[src/rtl/axi_sram_write_slave_if.sv]
// AXI write-path bundle (AW, W, B channels) between a master and the SRAM write slave.
interface axi_sram_write_slave_if #(
  parameter int ID_BITS   = 8,
  parameter int ADDR_BITS = 32,
  parameter int DATA_BITS = 32,
  parameter int LEN_BITS  = 4
);
  logic [ID_BITS-1:0]     AWID;
  logic [ADDR_BITS-1:0]   AWADDR;
  logic [LEN_BITS-1:0]    AWLEN;
  logic [1:0]             AWBURST;
  logic                   AWVALID;
  logic                   AWREADY;
  logic [DATA_BITS-1:0]   WDATA;
  logic [DATA_BITS/8-1:0] WSTRB;
  logic                   WLAST;
  logic                   WVALID;
  logic                   WREADY;
  logic [ID_BITS-1:0]     BID;
  logic [1:0]             BRESP;
  logic                   BVALID;
  logic                   BREADY;

  modport slave (
    input  AWID, AWADDR, AWLEN, AWBURST, AWVALID, WDATA, WSTRB, WLAST, WVALID, BREADY,
    output AWREADY, WREADY, BID, BRESP, BVALID
  );

  modport master (
    output AWID, AWADDR, AWLEN, AWBURST, AWVALID, WDATA, WSTRB, WLAST, WVALID, BREADY,
    input  AWREADY, WREADY, BID, BRESP, BVALID
  );
endinterface

[src/rtl/axi_sram_write_slave.sv]
// AXI write slave: one burst at a time, each W beat becomes a single-cycle SRAM byte write,
// followed by a B response.
//   state   | meaning
//   S_INIT  | held in reset, all outputs low
//   S_IDLE  | waiting for an AW handshake
//   S_WDATA | accepting W beats until WLAST
//   S_RESP  | presenting B response until BREADY
module axi_sram_write_slave #(
  parameter int ID_BITS   = 8,
  parameter int ADDR_BITS = 32,
  parameter int DATA_BITS = 32,
  parameter int LEN_BITS  = 4,
  parameter int MEM_AW    = 14
) (
  input  logic                   clk,
  input  logic                   rst,
  axi_sram_write_slave_if.slave  axi,
  output logic                   mem_we,
  output logic [DATA_BITS/8-1:0] mem_bwe,
  output logic [MEM_AW-1:0]      mem_addr,
  output logic [DATA_BITS-1:0]   mem_di
);

  typedef enum logic [1:0] {S_INIT, S_IDLE, S_WDATA, S_RESP} state_t;

  // beat counter is one bit wider than AWLEN so it can saturate at 2^LEN_BITS
  localparam logic [LEN_BITS:0] CNT_MAX = {1'b1, {LEN_BITS{1'b0}}};

  state_t              state_q, state_d;
  logic [ID_BITS-1:0]  id_q;
  logic [MEM_AW-1:0]   addr_q;
  logic [LEN_BITS-1:0] len_q;
  logic                incr_q;
  logic [LEN_BITS:0]   cnt_q;
  logic                err_q;
  logic                in_range;

  assign in_range = (cnt_q <= {1'b0, len_q});

  always_ff @(posedge clk or posedge rst) begin
    if (rst) state_q <= S_INIT;
    else     state_q <= state_d;
  end

  always_comb begin
    state_d     = state_q;
    axi.AWREADY = 1'b0;
    axi.WREADY  = 1'b0;
    axi.BVALID  = 1'b0;
    axi.BID     = '0;
    axi.BRESP   = 2'b00;
    mem_we      = 1'b0;
    mem_bwe     = '0;
    mem_addr    = '0;
    mem_di      = '0;
    case (state_q)
      S_INIT: state_d = S_IDLE;
      S_IDLE: begin
        axi.AWREADY = 1'b1;
        if (axi.AWVALID) state_d = S_WDATA;
      end
      S_WDATA: begin
        axi.WREADY = 1'b1;
        if (axi.WVALID) begin
          if (!err_q && in_range) begin
            mem_we   = 1'b1;
            mem_bwe  = axi.WSTRB;
            mem_addr = addr_q;
            mem_di   = axi.WDATA;
          end
          if (axi.WLAST) state_d = S_RESP;
        end
      end
      S_RESP: begin
        axi.BVALID = 1'b1;
        axi.BID    = id_q;
        axi.BRESP  = err_q ? 2'b10 : 2'b00;
        if (axi.BREADY) state_d = S_IDLE;
      end
      default: state_d = S_INIT;
    endcase
  end

  always_ff @(posedge clk or posedge rst) begin
    if (rst) begin
      id_q   <= '0;
      addr_q <= '0;
      len_q  <= '0;
      incr_q <= 1'b0;
      cnt_q  <= '0;
      err_q  <= 1'b0;
    end else if (state_q == S_IDLE && axi.AWVALID) begin
      id_q   <= axi.AWID;
      addr_q <= axi.AWADDR[MEM_AW+1:2];
      len_q  <= axi.AWLEN;
      incr_q <= (axi.AWBURST == 2'b01);
      cnt_q  <= '0;
      err_q  <= axi.AWBURST[1];
    end else if (state_q == S_WDATA && axi.WVALID) begin
      if (incr_q) addr_q <= addr_q + 1'b1;
      if (cnt_q != CNT_MAX) cnt_q <= cnt_q + 1'b1;
      // WLAST anywhere but beat AWLEN (early, or late after dropped beats) is an error
      if (axi.WLAST && (cnt_q != {1'b0, len_q})) err_q <= 1'b1;
    end
  end

endmodule

[src/flat_wrapper.sv]
// flat-port wrapper written by rule: the top's interface ports become plain ports
module axi_sram_write_slave_flat 
#(
  parameter int ID_BITS   = 8,
  parameter int ADDR_BITS = 32,
  parameter int DATA_BITS = 32,
  parameter int LEN_BITS  = 4,
  parameter int MEM_AW    = 14
)
  (clk, rst, mem_we, mem_bwe, mem_addr, mem_di, axi_AWID, axi_AWADDR, axi_AWLEN, axi_AWBURST, axi_AWVALID, axi_WDATA, axi_WSTRB, axi_WLAST, axi_WVALID, axi_BREADY, axi_AWREADY, axi_WREADY, axi_BID, axi_BRESP, axi_BVALID);
  axi_sram_write_slave_if #(.ID_BITS(ID_BITS), .ADDR_BITS(ADDR_BITS), .DATA_BITS(DATA_BITS), .LEN_BITS(LEN_BITS)) axi_i ();
  input  logic clk;
  input  logic rst;
  output logic mem_we;
  output logic [DATA_BITS/8-1:0] mem_bwe;
  output logic [MEM_AW-1:0] mem_addr;
  output logic [DATA_BITS-1:0] mem_di;
  input wire logic [$bits(axi_i.AWID)-1:0] axi_AWID;
  input wire logic [$bits(axi_i.AWADDR)-1:0] axi_AWADDR;
  input wire logic [$bits(axi_i.AWLEN)-1:0] axi_AWLEN;
  input wire logic [$bits(axi_i.AWBURST)-1:0] axi_AWBURST;
  input wire logic [$bits(axi_i.AWVALID)-1:0] axi_AWVALID;
  input wire logic [$bits(axi_i.WDATA)-1:0] axi_WDATA;
  input wire logic [$bits(axi_i.WSTRB)-1:0] axi_WSTRB;
  input wire logic [$bits(axi_i.WLAST)-1:0] axi_WLAST;
  input wire logic [$bits(axi_i.WVALID)-1:0] axi_WVALID;
  input wire logic [$bits(axi_i.BREADY)-1:0] axi_BREADY;
  output wire logic [$bits(axi_i.AWREADY)-1:0] axi_AWREADY;
  output wire logic [$bits(axi_i.WREADY)-1:0] axi_WREADY;
  output wire logic [$bits(axi_i.BID)-1:0] axi_BID;
  output wire logic [$bits(axi_i.BRESP)-1:0] axi_BRESP;
  output wire logic [$bits(axi_i.BVALID)-1:0] axi_BVALID;
  assign axi_i.AWID = axi_AWID;
  assign axi_i.AWADDR = axi_AWADDR;
  assign axi_i.AWLEN = axi_AWLEN;
  assign axi_i.AWBURST = axi_AWBURST;
  assign axi_i.AWVALID = axi_AWVALID;
  assign axi_i.WDATA = axi_WDATA;
  assign axi_i.WSTRB = axi_WSTRB;
  assign axi_i.WLAST = axi_WLAST;
  assign axi_i.WVALID = axi_WVALID;
  assign axi_i.BREADY = axi_BREADY;
  assign axi_AWREADY = axi_i.AWREADY;
  assign axi_WREADY = axi_i.WREADY;
  assign axi_BID = axi_i.BID;
  assign axi_BRESP = axi_i.BRESP;
  assign axi_BVALID = axi_i.BVALID;
  axi_sram_write_slave #(.ID_BITS(ID_BITS), .ADDR_BITS(ADDR_BITS), .DATA_BITS(DATA_BITS), .LEN_BITS(LEN_BITS), .MEM_AW(MEM_AW)) u_core (.clk(clk), .rst(rst), .axi(axi_i), .mem_we(mem_we), .mem_bwe(mem_bwe), .mem_addr(mem_addr), .mem_di(mem_di));
endmodule
[config.mk]
export PLATFORM = sky130hd
export DESIGN_NAME = axi_sram_write_slave_flat
export DESIGN_NICKNAME = d
export VERILOG_FILES = /design/src/rtl/axi_sram_write_slave_if.sv /design/src/rtl/axi_sram_write_slave.sv /design/src/flat_wrapper.sv
export SDC_FILE = /design/constraint.sdc
export NUM_CORES = 1
export LEC_CHECK = 0
export ABC_AREA = 1
export CAP_MARGIN = 20
export CORE_ASPECT_RATIO = 0.8
export CORE_MARGIN = 3
export CORE_UTILIZATION = 35
export CTS_CLUSTER_DIAMETER = 30
export CTS_CLUSTER_SIZE = 28
export DETAILED_ROUTE_END_ITERATION = 8
export HOLD_SLACK_MARGIN = 0.1
export PLACE_DENSITY_LB_ADDON = 0.05
export SLEW_MARGIN = 20
export SYNTH_ARGS = -nofsm -noshare
export SYNTH_HDL_FRONTEND = slang
export SYNTH_SLANG_ARGS = --single-unit
[constraint.sdc]
create_clock -name clk -period 1.8 [get_ports clk]
set_clock_uncertainty 0.05 [all_clocks]
set_input_delay 0.45 -clock clk [delete_from_list [all_inputs] [get_ports clk]]
set_output_delay 0.45 -clock clk [all_outputs]
set_load 0.02 [all_outputs]
==> metrics, run 1 <==
diodes inserted=0; critical path arrival=about 2.0 ns; vias in the first global route=~2800; Post-synth EDFFs=0; HP Class=register to register; CTS tree=yes; Synth top cells by count=94 x nand2_1, 85 x inv_1, 73 x nor2_1; Mapped Avg Cell Area=6.45 um2; Die X=around 100 um; ys async rst share=100%; root buffer cell=clkbuf_8; die area=about 0.0084 mm2; Leak Pwr=2.55 nW; Vias per Instance=4.51; Core Area=0.00699 mm2; final worst slack=-0.745 ns; Final #Nets=between 600 and 700; DR WL/cell=approximately 13 um; DIE HEIGHT=between 80 and 90 um; Peak VDD IR=0.628 mV; pin count of the biggest net entering global routing=36; r2r startpoint=u_core.state_q[1]; number of port buffers=roughly 130; GR Overflow Total=0; r2r setup slk=0.05 ns; Critical Path RT=between 1 and 1.5 ns; final hold violations=0; outcome=finished with violations; RSZ-0062 raised after global routing=yes; drt initial violations=between 150 and 200; type of origin of the critical path=register; first-pass GRT wire length=between 10000 and 15000 um; Max FO, Critical Path=6; post-DP HPWL=6240 um; Synth Warn #=0; fmax=around 390 MHz; Final setup violation count=just over 60; Row Count=27; DR pass1 iterations=5; DRC Markers=0; post-route cell area=between 0.005 and 0.006 mm2; placed instance area=0.00458 mm2; Total Routing Usage GR=20.1%; share of post-route cells with drive strength above 1=about 34%; worst skew pair latency=slightly below 0.3 ns; ys flop type=dfrtp_1; Worst Reg-to-Reg Cells=14; Reg-to-Reg End=u_core.addr_q[7]; fin. max-slew vios=0; failing checks=setup timing; Routed Wire Length=between 8000 and 9000 um; top post-synthesis cells by area=dfrtp_1 34%, nand2_1 14%, inv_1 12%; critical path type=register to output pin; most common cell in the synthesized netlist=nand2_1; Final ANT Viol Nets=0; clk slew on worst S/H paths=~0.07 ns; maxcap violations=0; CP Capture Type=output pin; fin crit share=141%; Synth Cell Area=roughly 0.0026 mm2; Synth Register Bits=35; met3 routed WL=426 um; via count=between 2000 and 3000; CTS H-Tree Depth=2; Setup TNS Final=-37.12 ns; area growth from synthesis to layout=95.7%; top layer reached by signal wires=met4; Synth area leader=dfrtp_1; post-synthesis cell type count=28; Pwr Density=between 1000 and 1500 mW/mm2; final worst path period need=roughly 2.5 ns; post-synthesis instance total=397; Seq/Total Area, Yosys=approximately 34%; clock tree buffer depth=2; WL met1=3740 um; Worst Hold Endpoint=u_core.id_q[0]; Hold WS=about 0.44 ns; hold_sp=u_core.id_q[0]; syn nets=496; GPL Wtd Cong=~0.86; Total Power=roughly 5.8 mW; post-synth top area share=~34%; Initial Util=between 30% and 40%; CTS Buf Count=5; # IOs=approximately 150; hold depth=2; pre-CTS setup slack=-0.943 ns; clk sinks=35; WL met2=4380 um; antenna violations before repair=0
layout by cell type (no fill, tap or decap), types with 2 or more instances in the layout:
master and instances:
nand3_1 16, nand4_1 12, buf_6 57, o21ai_0 17
buf_2 10, a21oi_2 2, nor3_1 3, nand3_2 2
nor2_2 2, nand2_2 2, o21ai_1 4, buf_16 3
nand2_1 92, clkbuf_8 5, inv_1 82, nor2_4 54
xor2_1 3, ha_4 3, inv_4 3, nor2_1 27
dfrtp_1 34, inv_2 2, clkdlybuf4s50_1 69, buf_4 37
a21oi_1 5, clkbuf_1 2, ha_1 7, buf_12 6
worst max-delay path, stage by stage, from the launching register on:
cell     delay, ns
dfrtp_1       0.38
ha_1          0.27
inv_1         0.04
nor2_2        0.12
nand4_1       0.15
nand2_2       0.17
nand2_8       0.10
buf_12        0.17
buf_16        0.15
nor2_4        0.08
buf_6         0.12
sequential cells by signal, summed over array words and instances, names as in the netlist:
name	count
u_core.len_q	4
u_core.err_q	1
u_core.state_q	2
u_core.incr_q	1
u_core.id_q	8
u_core.cnt_q	5
u_core.addr_q	14
where the power goes:
group,switching (mW),leakage (nW),internal (mW)
Clock,0.298,0.0422,0.272
Combinational,2.11,2.09,1.71
Sequential,0.231,0.423,1.15
Total,2.64,2.55,3.14
how the worst max path moves through the flow:
stage / depth (start not counted) / to / startpoint
6_report: 10 / mem_di[23] / u_core.cnt_q[3]
5_1_grt: 10 / mem_di[5] / u_core.cnt_q[3]
4_1_cts: 10 / mem_di[4] / u_core.cnt_q[3]
3_5_place_dp: 7 / mem_addr[0] / axi_WVALID
3_3_place_gp: 7 / mem_addr[0] / axi_WVALID
2_1_floorplan: 8 / mem_addr[10] / u_core.cnt_q[3]
cell type report:
cell class / count / area [um2]
sequential: 35 / 877
inverter: 87 / 334
clock inverter: 1 / 5.00
tap: 87 / 109
timing repair buffer: 184 / 1910
multi-input combinational: 261 / 1700
clock buffer: 7 / 76.3
fill: 551 / 1980
cell families after synthesis:
logic type	count (synthesis)	share of synthesized area, %
XOR/XNOR	3	1.03
AO/OA/AOI/OAI	34	7.18
flip-flops	35	34.2
buffers and inverters	101	16.9
other	1	0.146
AND/OR/NAND/NOR	212	35.2
adder cells (fa/ha/maj)	11	5.37
through the flow:
step | std cells | util (%)
global placement | 638 | 65.5
detailed placement | 638 | 65.5
global route | 662 | 71.7
finish | 662 | 71.7
floorplan | 397 | -
CTS | 664 | 71.0
timing repair:
item                                   in CTS  in global routing
resized for setup                         364                 38
cloned                                      5                  0
setup buffers                              16                  9
endpoints found under the hold margin       0                  0
pin swaps                                   7                  8
setup endpoints to repair                  63                 81
hold buffers                                0                  0
layer usage:
metal | vias to the layer above | GRT usage [%]
met5 | - | 0
met4 | 0 | 4.38
met3 | 4 | 4.03
met2 | 71 | 32.9
met1 | 1365 | 27.5
li1 | 1544 | -
(Power assumes the default switching activity.)
==> inputs of run 2 (changes only) <==
SKIP_LAST_GASP = 1   (was unset)
==> run 2 against run 1 <==
The flow still finishes with violations (setup timing). Cell count is 0.60% higher. Non-clock buffer count is 4 higher. Die area stayed put. Worst setup slack worse by 0.0084 ns. Hold slack hardly changed. Critical path depth stayed put. Clock-buffer cell count stayed put. Clock power hardly changed. Largest cell class unchanged. Largest power group unchanged.
==> metrics, run 2 (synthesized netlist as in run 1, its figures left out) <==
DR pass1 iterations=5 (unchanged); CTS tree=yes (unchanged); CP Capture Type=output pin (unchanged); crit-path cells=ha_1, inv_1, nor2_2, nand4_1, nand2_2, nand2_8, buf_12, buf_16, nor2_4, buf_6 (unchanged); critical path arrival=2.05 ns (was 2.04 ns); final worst path period need=2.55 ns (was 2.54 ns); outcome=finished with violations (unchanged); Row Count=27 (unchanged); r2r setup slk=-0.68 ns (was 0.05 ns); WL met2=4310 um (was 4380 um); Sw Ratio=45.6% (was 45.7%); via count=2989 (was 2984); Biggest register=u_core.addr_q (unchanged); failing checks=setup timing (unchanged); fmax=392 MHz (was 393 MHz); max reg flops=14 (unchanged); placed instance area=0.00458 mm2 (unchanged); GPL Wtd Cong=0.863 (unchanged); Initial Util=36.6% (unchanged); HP Class=register to register (unchanged); Setup TNS Final=-38.33 ns (was -37.12 ns); Final ANT Viol Nets=0 (unchanged); area growth from synthesis to layout=95.6% (was 95.7%); RSZ-0062 raised after global routing=yes (unchanged); Total Routing Usage GR=20.0% (was 20.1%); worst skew pair latency=0.29 ns (about the same); clk slew on worst S/H paths=0.07 ns (about the same); post-route cell area=0.00501 mm2 (about the same); post-DP HPWL=6240 um (unchanged); first-pass GRT wire length=13200 um (about the same); biggest regs=u_core.addr_q (14), u_core.id_q (8), u_core.cnt_q (5) (unchanged); drt initial violations=141 (was 153); final worst slack=-0.753 ns (was -0.745 ns); share of post-route cells with drive strength above 1=34.4% (was 33.9%); # IOs=152 (unchanged); Critical Path RT=1.30 ns (about the same); pin count of the biggest net entering global routing=36 (unchanged); antenna violations before repair=0 (unchanged); Die X=102 um (unchanged); Clock power frac=9.8% (was 9.9%); CTS H-Tree Depth=2 (unchanged); Critical-path top delay cell=dfrtp_1 (unchanged); hold_sp=u_core.id_q[0] (unchanged); WL met1=3710 um (was 3740 um); Final setup violation count=62 (was 61); root buffer cell=clkbuf_8 (unchanged); diodes inserted=0 (unchanged); critical path type=register to output pin (unchanged); Worst Reg-to-Reg Cells=16 (was 14); DR WL/cell=12.9 um (was 13.0 um); die area=0.00839 mm2 (unchanged); clk sinks=35 (unchanged); P_sw=2.64 mW (about the same); hold depth=2 (unchanged); combinational share of power=66.4% (was 66.2%); commonest non-fill, non-tap cell in the layout=nand2_1 (unchanged); Peak VDD IR=0.623 mV (was 0.628 mV); fillers=563 (was 551); Leak Pwr=2.56 nW (was 2.55 nW); Reg-to-Reg End=u_core.err_q (was u_core.addr_q[7]); DRC Markers=0 (unchanged); count of non-filler cells in the finished layout=666 (was 662); sequential fraction of design power=23.8% (was 23.9%); r2r startpoint=u_core.cnt_q[3] (was u_core.state_q[1]); DIE HEIGHT=82.5 um (unchanged); final hold violations=0 (unchanged); Core Area=0.00699 mm2 (unchanged); Final Util=71.6% (was 71.7%); Final #Nets=677 (was 673); fin. max-slew vios=0 (unchanged); top layer reached by signal wires=met4 (unchanged); clock tree buffer depth=2 (unchanged); Worst Hold Endpoint=u_core.id_q[0] (unchanged); Max FO, Critical Path=6 (unchanged); maxcap violations=0 (unchanged); GR Overflow Total=0 (unchanged); Routed Wire Length=8570 um (was 8590 um); placed insts=638 (unchanged); type of origin of the critical path=register (unchanged); number of port buffers=132 (unchanged); met3 routed WL=461 um (was 426 um); commonest cells after routing, fill and taps aside=92 x nand2_1, 82 x inv_1, 69 x clkdlybuf4s50_1, 54 x nor2_4, 50 x buf_6 (was 92 x nand2_1, 82 x inv_1, 69 x clkdlybuf4s50_1, 57 x buf_6, 54 x nor2_4); CTS Buf Count=5 (unchanged); Slowest Stage Delay on Critical Path=0.38 ns (about the same); fin crit share=142% (was 141%); vias in the first global route=2824 (was 2821); Hold WS=0.440 ns (about the same); Int Power=3.16 mW (was 3.14 mW); Vias per Instance=4.49 (was 4.51); Pwr Density=1160 mW/mm2 (was 1150 mW/mm2)
run 2: changes by cell type in the layout (fill, tap and decap cells not counted), sizes merged:
cell  previous run  this run
buf            114       118
run 2: per-layer routing:
layer  track usage (%)  up-vias
met1              27.4     1347
met2              32.3       80
met3              4.03        8
met5                 0        -
met4              5.18        0
li1                  -     1554
run 2: area by class of cell:
type / instances / area [um2] / share of cell area, %
Inverter: 87 / 329 / 6.57
Sequential cell: 35 / 877 / 17.5
Tap cell: 87 / 109 / 2.17
Timing Repair Buffer: 188 / 1910 / 38.2
Clock buffer: 7 / 76.3 / 1.52
Multi-Input combinational cell: 261 / 1700 / 33.9
Clock inverter: 1 / 5.00 / 0.0999
run 2: how the worst max path moves through the flow:
stage | cells after the start | endpoint | slack (ns) | startpoint
finish | 10 | mem_di[23] | -0.75 | u_core.cnt_q[3]
floorplan | 8 | mem_addr[10] | -0.15 | u_core.cnt_q[3]
global placement | 7 | mem_addr[0] | -0.92 | axi_WVALID
detailed placement | 7 | mem_addr[0] | -0.94 | axi_WVALID
CTS | 10 | mem_di[4] | -0.79 | u_core.cnt_q[3]
global route | 10 | mem_di[5] | -0.86 | u_core.cnt_q[3]
run 2: worst max-delay path: cells and delay by family (launching register included):
family                     cells  cell delay [ns]
adders and majority gates      1             0.27
and+or+nand+nor                5             0.62
buffers and inverters          4             0.48
DFF                            1             0.38
run 2: power by group through the flow:
| stage | clock (mW) | sequential, mW | combinational (mW) |
|---|---|---|---|
| floorplan | 0 | 1.40 | 2.02 |
| global placement | 0 | 1.38 | 3.28 |
| detailed placement | 0 | 1.39 | 3.33 |
| CTS | 0.578 | 1.38 | 3.71 |
| global route | 0.616 | 1.43 | 4.24 |
| finish | 0.567 | 1.38 | 3.85 |
run 2: through the flow:
step	setup WS [ns]	power, mW
floorplan	-0.147	3.42
global placement	-0.925	4.66
detailed placement	-0.943	4.72
CTS	-0.792	5.67
global route	-0.861	6.28
finish	-0.753	5.80
run 2: timing repair:
action	in CTS	in global routing
setup endpoints to repair	63	82
pin swaps	6	9
buffers inserted	16	5
resized for setup	353	31
gates cloned	5	0
hold buffers	0	0
